## config.mk

```make
export PLATFORM = sky130hd
export DESIGN_NAME = regfile_wb_arbiter
export DESIGN_NICKNAME = d
export VERILOG_FILES = /design/src/rtl/regfile_pkg.sv /design/src/rtl/wb_skid_buffer.sv /design/src/rtl/regfile_wb_arbiter.sv
export SDC_FILE = /design/constraint.sdc
export NUM_CORES = 1
export LEC_CHECK = 0
export CAP_MARGIN = 20
export CORE_MARGIN = 5
export CORE_UTILIZATION = 29
export CTS_BUF_LIST = sky130_fd_sc_hd__clkbuf_4 sky130_fd_sc_hd__clkbuf_8 sky130_fd_sc_hd__clkbuf_16
export DETAILED_ROUTE_END_ITERATION = 12
export SLEW_MARGIN = 20
export SYNTH_ARGS = -nofsm -noshare
export SYNTH_HDL_FRONTEND = slang
export SYNTH_SLANG_ARGS = --single-unit
export TNS_END_PERCENT = 10
```

## constraint.sdc

```tcl
create_clock -name clk -period 2.13 [get_ports clk]
set_clock_uncertainty 0.1 [all_clocks]
set_input_delay 0.426 -clock clk [delete_from_list [all_inputs] [get_ports clk]]
set_output_delay 0.426 -clock clk [all_outputs]
set_load 0.02 [all_outputs]
```

## src/rtl/regfile_pkg.sv

```systemverilog
// Shared types and widths for the register-file writeback arbiter.
// Latency: none (declarations only).
// Backpressure: not applicable.
package regfile_pkg;

  localparam int DATA_W   = 24;
  localparam int ADDR_W   = 4;
  localparam int NUM_REGS = 16;

  localparam logic [ADDR_W-1:0] ZERO_REG = '0;

  typedef struct packed {
    logic [ADDR_W-1:0] addr;
    logic [DATA_W-1:0] data;
  } wb_req_t;

  typedef enum logic {
    REQ_ALU  = 1'b0,
    REQ_LOAD = 1'b1
  } req_id_e;

endpackage

```

## src/rtl/wb_skid_buffer.sv

```systemverilog
// One-entry writeback holding buffer with an age bit relative to its sibling buffer.
// Latency: a handshake at edge N makes the entry visible on buf_valid after edge N.
// Backpressure: ready = !buf_valid || drain, forced low during flush; independent of in_valid.
//
// Ports:
//   clk, rst            clock, async active-low reset
//   flush               discard the held entry at the edge
//   in_valid/ready      upstream handshake; in_req carries addr+data
//   drain               this buffer is granted this cycle
//   other_valid/drain   sibling buffer state, used to derive the age bit
//   buf_valid, buf_req  held entry
//   young               held entry arrived after the sibling's current entry
module wb_skid_buffer
  import regfile_pkg::*;
(
  input  logic    clk,
  input  logic    rst,
  input  logic    flush,
  input  logic    in_valid,
  output logic    ready,
  input  wb_req_t in_req,
  input  logic    drain,
  input  logic    other_valid,
  input  logic    other_drain,
  output logic    buf_valid,
  output logic    young,
  output wb_req_t buf_req
);

  logic load;

  assign ready = !flush && (!buf_valid || drain);
  assign load  = in_valid && ready;

  always_ff @(posedge clk or negedge rst) begin
    if (!rst) begin
      buf_valid <= 1'b0;
      young     <= 1'b0;
      buf_req   <= '0;
    end else if (flush) begin
      buf_valid <= 1'b0;
      young     <= 1'b0;
    end else if (load) begin
      buf_valid <= 1'b1;
      buf_req   <= in_req;
      // Younger only if the sibling's entry survives this edge; a sibling
      // reloading on the same edge yields two equal-age entries.
      young     <= other_valid && !other_drain;
    end else begin
      if (drain) begin
        buf_valid <= 1'b0;
      end
      // Once the older sibling entry leaves, this entry becomes the oldest.
      if (drain || other_drain) begin
        young <= 1'b0;
      end
    end
  end

endmodule

```

## src/rtl/regfile_wb_arbiter.sv

```systemverilog
// Arbitrates ALU and load writebacks onto the single register-file write port; tracks pending writes.
// Latency: handshake at edge N -> registered write presented after edge N+1; 1 write/cycle sustained.
// Backpressure: per-requester one-entry skid buffer; ready = buffer free or draining, low during flush.
//
// Ports:
//   clk, rst                      clock, async active-low reset
//   req0_* / req1_*               ALU / load writeback valid-ready channels (addr, data)
//   sb_set_en, sb_set_addr        issue stage marks a destination pending
//   flush                         discard buffered writes and pending bits
//   rf_write_en/dest/data         registered register-file write port
//   pending_mask                  bit i set while a write to register i is in flight
module regfile_wb_arbiter
  import regfile_pkg::*;
(
  input  logic                clk,
  input  logic                rst,
  input  logic                req0_valid,
  output logic                req0_ready,
  input  logic [ADDR_W-1:0]   req0_addr,
  input  logic [DATA_W-1:0]   req0_data,
  input  logic                req1_valid,
  output logic                req1_ready,
  input  logic [ADDR_W-1:0]   req1_addr,
  input  logic [DATA_W-1:0]   req1_data,
  input  logic                sb_set_en,
  input  logic [ADDR_W-1:0]   sb_set_addr,
  input  logic                flush,
  output logic                rf_write_en,
  output logic [ADDR_W-1:0]   rf_write_dest,
  output logic [DATA_W-1:0]   rf_write_data,
  output logic [NUM_REGS-1:0] pending_mask
);

  wb_req_t req0_in, req1_in, buf0_req, buf1_req, win;
  logic    buf0_valid, buf1_valid, young0, young1;
  logic    grant0, grant1, tie, fire;
  req_id_e rr_ptr;
  logic [NUM_REGS-1:0] pending_next;

  assign req0_in = '{addr: req0_addr, data: req0_data};
  assign req1_in = '{addr: req1_addr, data: req1_data};

  wb_skid_buffer u_buf0 (
    .clk(clk), .rst(rst), .flush(flush),
    .in_valid(req0_valid), .ready(req0_ready), .in_req(req0_in),
    .drain(grant0), .other_valid(buf1_valid), .other_drain(grant1),
    .buf_valid(buf0_valid), .young(young0), .buf_req(buf0_req)
  );

  wb_skid_buffer u_buf1 (
    .clk(clk), .rst(rst), .flush(flush),
    .in_valid(req1_valid), .ready(req1_ready), .in_req(req1_in),
    .drain(grant1), .other_valid(buf0_valid), .other_drain(grant0),
    .buf_valid(buf1_valid), .young(young1), .buf_req(buf1_req)
  );

  // Oldest first; equal ages fall back to the round-robin pointer.
  always_comb begin
    grant0 = 1'b0;
    grant1 = 1'b0;
    tie    = 1'b0;
    if (buf0_valid && buf1_valid) begin
      if (young1) begin
        grant0 = 1'b1;
      end else if (young0) begin
        grant1 = 1'b1;
      end else begin
        tie = 1'b1;
        if (rr_ptr == REQ_ALU) grant0 = 1'b1;
        else                   grant1 = 1'b1;
      end
    end else begin
      grant0 = buf0_valid;
      grant1 = buf1_valid;
    end
  end

  // A flush suppresses the grant: buffers are emptied instead of written.
  assign fire = (grant0 || grant1) && !flush;
  assign win  = grant1 ? buf1_req : buf0_req;

  always_ff @(posedge clk or negedge rst) begin
    if (!rst) begin
      rr_ptr <= REQ_ALU;
    end else if (fire && tie) begin
      rr_ptr <= (rr_ptr == REQ_ALU) ? REQ_LOAD : REQ_ALU;
    end
  end

  always_ff @(posedge clk or negedge rst) begin
    if (!rst) begin
      rf_write_en   <= 1'b0;
      rf_write_dest <= '0;
      rf_write_data <= '0;
    end else if (fire) begin
      rf_write_dest <= win.addr;
      rf_write_data <= win.data;
      // Register 0 is hardwired; its slot is consumed without a write.
      rf_write_en   <= (win.addr != ZERO_REG);
    end else begin
      rf_write_en   <= 1'b0;
    end
  end

  // Clear before set so a same-edge re-issue keeps the bit for the newer writer.
  always_comb begin
    pending_next = pending_mask;
    if (fire) begin
      pending_next[win.addr] = 1'b0;
    end
    if (sb_set_en && (sb_set_addr != ZERO_REG)) begin
      pending_next[sb_set_addr] = 1'b1;
    end
    if (flush) begin
      pending_next = '0;
    end
  end

  always_ff @(posedge clk or negedge rst) begin
    if (!rst) begin
      pending_mask <= '0;
    end else begin
      pending_mask <= pending_next;
    end
  end

endmodule

```

=== Word-level counts from Yosys, hierarchy flattened ===
Cells that the tools add are included.

* Output and inout port bits: 47
* Register bits: 106
* Logic and storage cells: 80
* Input port bits: 66

* Reductions and logical operators: 28
* Bitwise gates (word level): 4
* Mux-type cells: 31
* Order comparisons: 4

{| class="wikitable"
|+ Operators by type and width
! cell !! count
|-
| $mux 16 || 3
|-
| $mux 28 || 1
|-
| $mux 1 || 25
|-
| $and 16x16->16 || 1
|-
| $not 16->16 || 1
|-
| $or 16x16->16 || 1
|-
| $logic_and 1x1->1 || 12
|-
| $reduce_bool 3->1 || 4
|-
| $lt 4x5->1 const B || 2
|-
| $demux 1 s4 || 2
|-
| $ge 4x1->1 const B || 2
|-
| $reduce_bool 4->1 || 2
|-
| $logic_not 1->1 || 5
|-
| $reduce_and 2->1 || 2
|-
| $logic_or 1x1->1 || 3
|-
| $not 1->1 || 1
|}

=== Longest topological paths before layout ===
Gate-level depths: netlist (run 1).

* Depth in word-level cells: 15
* Depth in mapped cells: 6
* Depth with buffers taken out: 4

=== By module ===
A second synthesis (run 1) with hierarchy kept.

* Cell total of the unflattened synthesis: 409
* Area, all modules: 5046.1 µm²

{| class="wikitable"
|+ By module, submodules not included
! module !! sequential area each (µm²) !! area an instance (µm²) !! cells each !! instances
|-
| regfile_wb_arbiter || 1151.1 || 2628.8 || 271 || 1
|-
| wb_skid_buffer || 750.7 || 1208.7 || 69 || 2
|}

=== Least setup slack after synthesis (run 1) ===
No wires, ideal clock.

* Path type: input -> output
* Start point: input flush
* End point: output req1_ready
* Data required time: 1604 ps
* Buffers on the path: 3
* Stages on the path: 4
* Path slack: 261 ps
* Arrival time: 1343 ps
* Cells stage by stage: clkbuf_1 buf_2 buf_1 a31oi_1

* Word-level cells in the longest chain between the ends: 2

{| class="wikitable"
|+ Ends and longest elaborated chain
! item !! RTL line !! source
|-
| from (decl) || regfile_wb_arbiter.sv:27 || <nowiki>input logic flush,</nowiki>
|-
| $logic_not 1->1 || wb_skid_buffer.sv:32 || <nowiki>assign ready = !flush && (!buf_valid || drain);</nowiki>
|-
| $logic_and 1x1->1 || wb_skid_buffer.sv:32 ||
|-
| to (decl) || regfile_wb_arbiter.sv:22 || <nowiki>output logic req1_ready,</nowiki>
|}

No other way between the ends.

=== Worst setup path after layout (run 1) ===
* Start point: register u_buf0.young
* End point: output req0_ready

* Word-level cells in the longest chain between the ends: 5

{| class="wikitable"
|+ Ends and longest elaborated chain
! item !! RTL line !! source
|-
| from (decl) || wb_skid_buffer.sv:26 || <nowiki>output logic young,</nowiki>
|-
| from (signal assigned) || wb_skid_buffer.sv:48 || <nowiki>young <= other_valid && !other_drain;</nowiki>
|-
| $mux 1 || regfile_wb_arbiter.sv:65 || <nowiki>end else if (young0) begin</nowiki>
|-
| $mux 1 || regfile_wb_arbiter.sv:63 || <nowiki>if (young1) begin</nowiki>
|-
| $mux 1 || regfile_wb_arbiter.sv:62 || <nowiki>if (buf0_valid && buf1_valid) begin</nowiki>
|-
| $logic_or 1x1->1 || wb_skid_buffer.sv:32 ||
|-
| $logic_and 1x1->1 || wb_skid_buffer.sv:32 ||
|-
| to (decl) || regfile_wb_arbiter.sv:18 || <nowiki>output logic req0_ready,</nowiki>
|}

No other way between the ends.

==> reports/qor.csv, run 1 <==
stage;metric;value;unit
critical_path;Crit path top cell by count;nor2_2;
detailed_routing;vias per cell;4.73;
yosys;Synth Register Bits;106;
critical_path;Critical-path top delay cell;dfrtp_1;
critical_path;startpoint types;register;
placement;DP Wirelength;9.26;mm
critical_path;FF-to-FF setup slack;120;ps
yosys;Yosys top cell area share;0.529;
clock_network;clock slew at reported path FFs;70;ps
yosys;Syn Nets;490;
sta;period utilization;0.973;
yosys;count leader, synth;dfrtp_1;
layout;Area growth, synth to finish;35.4;%
sta;Slew headroom;0.659;
detailed_routing;DRC Markers;0;
sta;Final Max Tran Viols;0;
critical_path;Max FO, Critical Path;6;
critical_path;worst reg2reg endpoint;u_buf1.buf_req[7];
yosys;Post-synth top cells;106 x dfrtp_1, 36 x nand2_1, 29 x mux2i_1;
global_routing;initial antenna violation count;0;
clock_network;worst-skew pair later-pin latency;350;ps
critical_path;crit path kind;reg -> out;
die;IO Count;113;
min_path;worst min-delay path startpoint;rf_write_data[3];
min_path;HP Class;reg -> reg;
yosys;Synth cell types;45;
clock_network;H-tree levels;3;
placement;# placed instances;761;
die;Die Wd;142;µm
clock_network;clock tree buffer depth;2;
yosys;synth warn;0;
critical_path;CP max stage delay;450;ps
yosys;mapped cell area;0.00501;mm²
power_and_ir_drop;LEAKAGE;0.00281;µW
status;status;complete, no violations;
critical_path;crit-path leading delay family;flip-flops;
global_routing;total congestion overflow;0;
layout;fill count;1646;
yosys;Post-synth EDFFs;0;
clock_network;postcts setup bufs;0;
die;Die Ht;142;µm
critical_path;worst reg-to-reg path cell count;5;
yosys;Synth Flop Type;dfrtp_1;
sta;fin crit period;2070;ps
clock_network;CTS root buffer;clkbuf_16;
clock_network;Sink Count;106;
yosys;top cell type by total area after synthesis;dfrtp_1;
placement;routability cong.;0.842;
clock_network;CTS tree;built;
critical_path;required time at the worst-slack endpoint;1600;ps
detailed_routing;Routed WL;12.9;mm
power_and_ir_drop;Pwr Density;868;mW/mm²
power_and_ir_drop;total power;5890;µW
die;die area;0.0200;mm²
detailed_routing;Post-DRT Antenna Nets;0;
critical_path;critical path, cell by cell;nor2_2 -> nor2_2 -> a21oi_1 -> dlygate4sd2_1;
layout;share of post-route cells with drive strength above 1;0.194;
critical_path;CP endpoint kind;output port;
yosys;largest cells by area after synthesis;dfrtp_1 53%, mux2_4 8.1%, mux2_2 6.1%;
layout;final-stage net count;614;
yosys;Mapped Cells;424;
power_and_ir_drop;VDD IR max;406;µV
critical_path;crit path from;u_buf0.young;
sta;Least-Margin Pin Slew;509;ps
sta;final hold vios;0;
die;row count;48;
global_routing;first-pass GRT wire length;20.9;mm
die;core footprint;0.0171;mm²
layout;diode count;0;
detailed_routing;vias;3673;
yosys;Mean Syn Cell Area;11.8;µm²
detailed_routing;DRT iter0 DRCs;247;
clock_network;TritonCTS Buffers;9;
yosys;post-synthesis sequential area ratio;0.529;
global_routing;GRT Util Overall;0.134;
critical_path;Critical Path Stages;4;
placement;PortBufs;112;
critical_path;Worst Path Arrival;1550;ps
sta;highest clock rate;482;MHz
critical_path;WP buf/inv;1;
run;maxcap violations;0;
yosys;asr flop ratio synth;1.00;
global_routing;vias in the first global route;3931;
die;Initial Util;0.293;
detailed_routing;wire length per cell;16.6;µm
sta;final setup fails;0;
detailed_routing;Initial DRT Pass Iterations;4;
global_routing;largest net degree at the start of global routing;58;
layout;Layout Cells excl Fill;777;
critical_path;crit path capture;req0_ready;
critical_path;RR Startpoint;u_buf1.young;
power by group:
| group | switching (µW) | total (µW) | leakage, µW | internal [µW] |
|---|---|---|---|---|
| registers | 221 | 2560 | 0.00131 | 2330 |
| logic | 810 | 1650 | 0.00135 | 842 |
| clock network | 721 | 1680 | 0.000149 | 960 |
| total | 1750 | 5890 | 0.00281 | 4140 |
sequential cells by signal, summed over array words and instances (netlist names):
register          cells
pending_mask         16
rf_write_data        24
rf_write_dest         4
rf_write_en           1
rr_ptr                1
u_buf0.buf_req       28
u_buf0.buf_valid      1
u_buf0.young          1
u_buf1.buf_req       28
u_buf1.buf_valid      1
u_buf1.young          1
timing repair:
action                     in CTS  in global routing
hold endpoints to repair       20                  0
cloned                          0                  0
resized for setup               2                  2
setup endpoints to repair       2                  2
hold buffers                    1                  0
logic make-up (layout without fill, tap and decap cells):
logic type,Yosys count,in the layout,synth area share
AOI/OAI and AO/OA,89,89,0.122
xor gates and xnor gates,1,1,0.00175
buffers and inverters,31,159,0.0379
DFF,106,106,0.529
muxes,85,85,0.204
and+or+nand+nor,112,112,0.106
through the flow:
step	area (µm²)	worst slack, ps	hold WS, ps	utilization	setup TNS, ps
after floorplan	5010	261	30.4	-	0
after global placement	6480	-50.1	243	0.379	-2030
after detailed placement	6480	-103	248	0.379	-4250
after CTS	6780	34.7	396	0.396	0
after global routing	6790	-0.699	412	0.397	-0.699
final	6790	56.5	389	0.397	0
worst min-delay path by stage:
stage / slack [ps] / depth (start not counted) / to
after CTS: 400 / 2 / rf_write_data[22]
after global routing: 410 / 2 / rf_write_data[3]
after global placement: 240 / 1 / u_buf0.buf_req[21]
after floorplan: 30 / 0 / pending_mask[0]
after detailed placement: 250 / 1 / u_buf0.buf_req[21]
final: 390 / 2 / rf_write_data[3]
cell usage in the layout, fill, tap and decap left out, types with 2 or more instances in the layout:
cell,count
clkbuf_16,9
mux2_1,2
and3_1,2
o211ai_1,5
mux2_4,27
nor2b_1,10
clkinv_2,2
a31oi_1,6
buf_4,21
a21oi_1,15
a22oi_1,5
clkbuf_4,2
dfrtp_1,106
nand2_1,36
dlygate4sd2_1,2
o21ai_0,27
nand3_1,12
nor2_2,2
a211oi_1,11
nand2b_1,7
clkdlybuf4s50_1,109
a311oi_1,2
o21ai_1,4
nor4_1,3
o32ai_1,2
nor2_1,26
nor3_1,4
mux2i_1,29
inv_1,7
mux2_2,27
o2111ai_1,4
or2_2,3
nand3b_1,2
a311oi_4,2
buf_12,3
final cells by class:
type | instances | area (µm²) | share of cell area
inverter | 7 | 26.3 | 0.00387
timing repair buffer | 137 | 1350 | 0.199
clock buffer | 12 | 254 | 0.0374
sequential | 106 | 2650 | 0.391
multi-input combinational | 287 | 2190 | 0.322
tap | 225 | 282 | 0.0415
clock inverter | 3 | 40.0 | 0.00590
per-layer routing:
| metal | wire length (µm) | vias up | track usage | part of all wire |
|---|---|---|---|---|
| li1 | - | 1763 | - | - |
| met1 | 5490 | 1808 | 0.168 | 0.43 |
| met2 | 6520 | 82 | 0.226 | 0.51 |
| met3 | 627 | 20 | 0.0290 | 0.049 |
| met4 | 251 | 0 | 0.0530 | 0.019 |
| met5 | 0 | - | 0 | 0 |
worst min-delay path: stages, from the launching register on:
cell     delay, ps
dfrtp_1        340
nand2_1         50
o21ai_0         60
Note: power is estimated with default switching activity, not from simulation.
==> run 2, diff against run 1 <==
--- a/config.mk
+++ b/config.mk
@@ -9,6 +9,8 @@
 export CORE_MARGIN = 5
 export CORE_UTILIZATION = 29
 export CTS_BUF_LIST = sky130_fd_sc_hd__clkbuf_4 sky130_fd_sc_hd__clkbuf_8 sky130_fd_sc_hd__clkbuf_16
+export CTS_CLUSTER_DIAMETER = 50
+export CTS_CLUSTER_SIZE = 24
 export DETAILED_ROUTE_END_ITERATION = 12
 export SLEW_MARGIN = 20
 export SYNTH_ARGS = -nofsm -noshare
==> results of run 2 <==
Final layout, timing and power as in run 1 (identical DEF).
==> run 3, diff against run 2 <==
==> constraint.sdc (replaced) <==
create_clock -name clk -period 2.62 [get_ports clk]
set_clock_uncertainty 0.1 [all_clocks]
set_input_delay 0.524 -clock clk [delete_from_list [all_inputs] [get_ports clk]]
set_output_delay 0.524 -clock clk [all_outputs]
set_load 0.02 [all_outputs]
==> run 3 against run 2 <==
Effect of this change:
- total power decreased by 18%
- largest cell class unchanged
- non-clock buffer count fell by 15
- clock power is 15% lower
- final cell count fell by 1.8%
- worst hold slack got worse by 290 ps
- sequential cell count did not move
- die area did not move
- final area fell by 1.1%
==> reports/qor.csv, run 3 (synthesized netlist as in run 1, its figures left out) <==
stage;metric;value;unit
detailed_routing;metal1 wirelength;5.77;mm
clock_network;CTS Hold Bufs;0;
layout;commonest non-fill, non-tap cell in the layout;clkdlybuf4s50_1;
power_and_ir_drop;LEAKAGE;0.00275;µW
critical_path;RR Startpoint;u_buf1.young;
clock_network;CTS tree;built;
clock_network;Sink Count;106;
detailed_routing;vias per cell;4.80;
layout;diode count;0;
sta;RSZ-0062 raised after global routing;false;
critical_path;crit path from;u_buf0.young;
clock_network;cts repair resizes;3;
power_and_ir_drop;Pwr Density;716;mW/mm²
placement;DP Wirelength;9.18;mm
die;Die Wd;142;µm
critical_path;CP endpoint kind;output port;
detailed_routing;DRC Markers;0;
sta;Slew headroom;0.412;
layout;share of post-route cells with drive strength above 1;0.175;
layout;fill count;1642;
sta;period utilization;0.963;
critical_path;crit path kind;reg -> out;
sta;Least-Margin Pin Slew;879;ps
global_routing;vias in the first global route;3962;
detailed_routing;Routed WL;13.1;mm
detailed_routing;Initial DRT Pass Iterations;4;
sta;Final Max Tran Viols;0;
global_routing;first-pass GRT wire length;21.0;mm
sta;highest clock rate;396;MHz
die;die area;0.0200;mm²
power_and_ir_drop;VDD IR max;325;µV
die;row count;48;
detailed_routing;DRT iter0 DRCs;212;
global_routing;initial antenna violation count;0;
die;IO Count;113;
run;maxcap violations;0;
placement;pre-CTS WS;205;ps
die;Initial Util;0.293;
clock_network;worst-skew pair later-pin latency;350;ps
status;status;complete, no violations;
placement;routability cong.;0.839;
clock_network;CTS root buffer;clkbuf_16;
sta;final setup fails;0;
sta;fin crit period;2520;ps
clock_network;postcts setup bufs;0;
detailed_routing;vias;3662;
global_routing;largest net degree at the start of global routing;58;
die;Die Ht;142;µm
global_routing;GRT Util Overall;0.133;
layout;final-stage net count;599;
critical_path;startpoint types;register;
sta;final setup TNS;0;ps
sta;slack of the critical path;95.8;ps
clock_network;H-tree levels;3;
layout;largest registers;u_buf0.buf_req (28), u_buf1.buf_req (28), rf_write_data (24);
global_routing;total congestion overflow;0;
critical_path;FF-to-FF setup slack;270;ps
detailed_routing;met2 wire len;6.33;mm
detailed_routing;Top Metal Used;met4;
critical_path;required time at the worst-slack endpoint;2000;ps
clock_network;clock slew at reported path FFs;80;ps
detailed_routing;WL met3;614;µm
critical_path;Worst Path Arrival;1900;ps
placement;PortBufs;112;
detailed_routing;wire length per cell;17.2;µm
min_path;HP Class;in -> async;
die;core footprint;0.0171;mm²
clock_network;TritonCTS Buffers;9;
sta;final hold vios;0;
critical_path;Max FO, Critical Path;8;
layout;most frequent cells in the layout;110 x clkdlybuf4s50_1, 106 x dfrtp_1, 36 x nand2_1;
detailed_routing;Post-DRT Antenna Nets;0;
clock_network;clock tree buffer depth;2;
layout;Area growth, synth to finish;33.9;%
[run 3: cell types whose count changed in the layout (fill, tap and decap cells not counted), moves of 2 or more]
cell,change
buf_4,-14
clkinvlp_4,+2
dlygate4sd2_1,-2
nor2_2,-2
[run 3: final cells by class]
class                   count  area [µm²]  share of cell area
clock inverters             4        50.0             0.00745
repair buffers            122        1250               0.186
well taps                 225         282              0.0419
multi-input cells         287        2200               0.327
clock buffers              12         260              0.0388
flip-flops and latches    106        2650               0.395
inverters                   7        26.3             0.00391
[run 3: per-stage QoR]
step | utilization | hold WS [ps] | cell area [µm²] | cells | total power (µW)
floorplan | - | 128 | 5010 | 424 | 2850
global placement | 0.373 | 365 | 6390 | 747 | 3380
detailed placement | 0.373 | 376 | 6390 | 747 | 3420
CTS | 0.392 | 129 | 6710 | 763 | 4870
global route | 0.392 | 147 | 6720 | 763 | 5070
finish | 0.392 | 95.6 | 6720 | 763 | 4810
[run 3: layer usage]
metal,GRT usage,vias up
met1,0.168,1794
met5,0,-
li1,-,1737
met2,0.215,104
met4,0.0662,0
met3,0.0297,27
[run 3: worst paths after layout]
kind                                      endpoint  cells past startpoint
worst max-delay path                    req1_ready                      3
worst max register to register     pending_mask[5]                      4
worst min register to register    rf_write_data[3]                      2
worst min-delay path            u_buf1.buf_req[21]                      1
max in group asynchronous        rf_write_data[18]                      2
min in group clk                  rf_write_data[3]                      2
[run 3: critical path, cell delays in order, from the launching register on]
cell             delay (ps)
dfrtp_1                 510
o21bai_4                180
a31oi_1                 220
clkdlybuf4s50_1         630
[run 3: power breakdown]
| part | internal, µW | leakage (µW) | switching, µW |
|---|---|---|---|
| registers | 1900 | 0.00131 | 191 |
| logic | 652 | 0.00129 | 652 |
| clock network | 804 | 0.000148 | 615 |
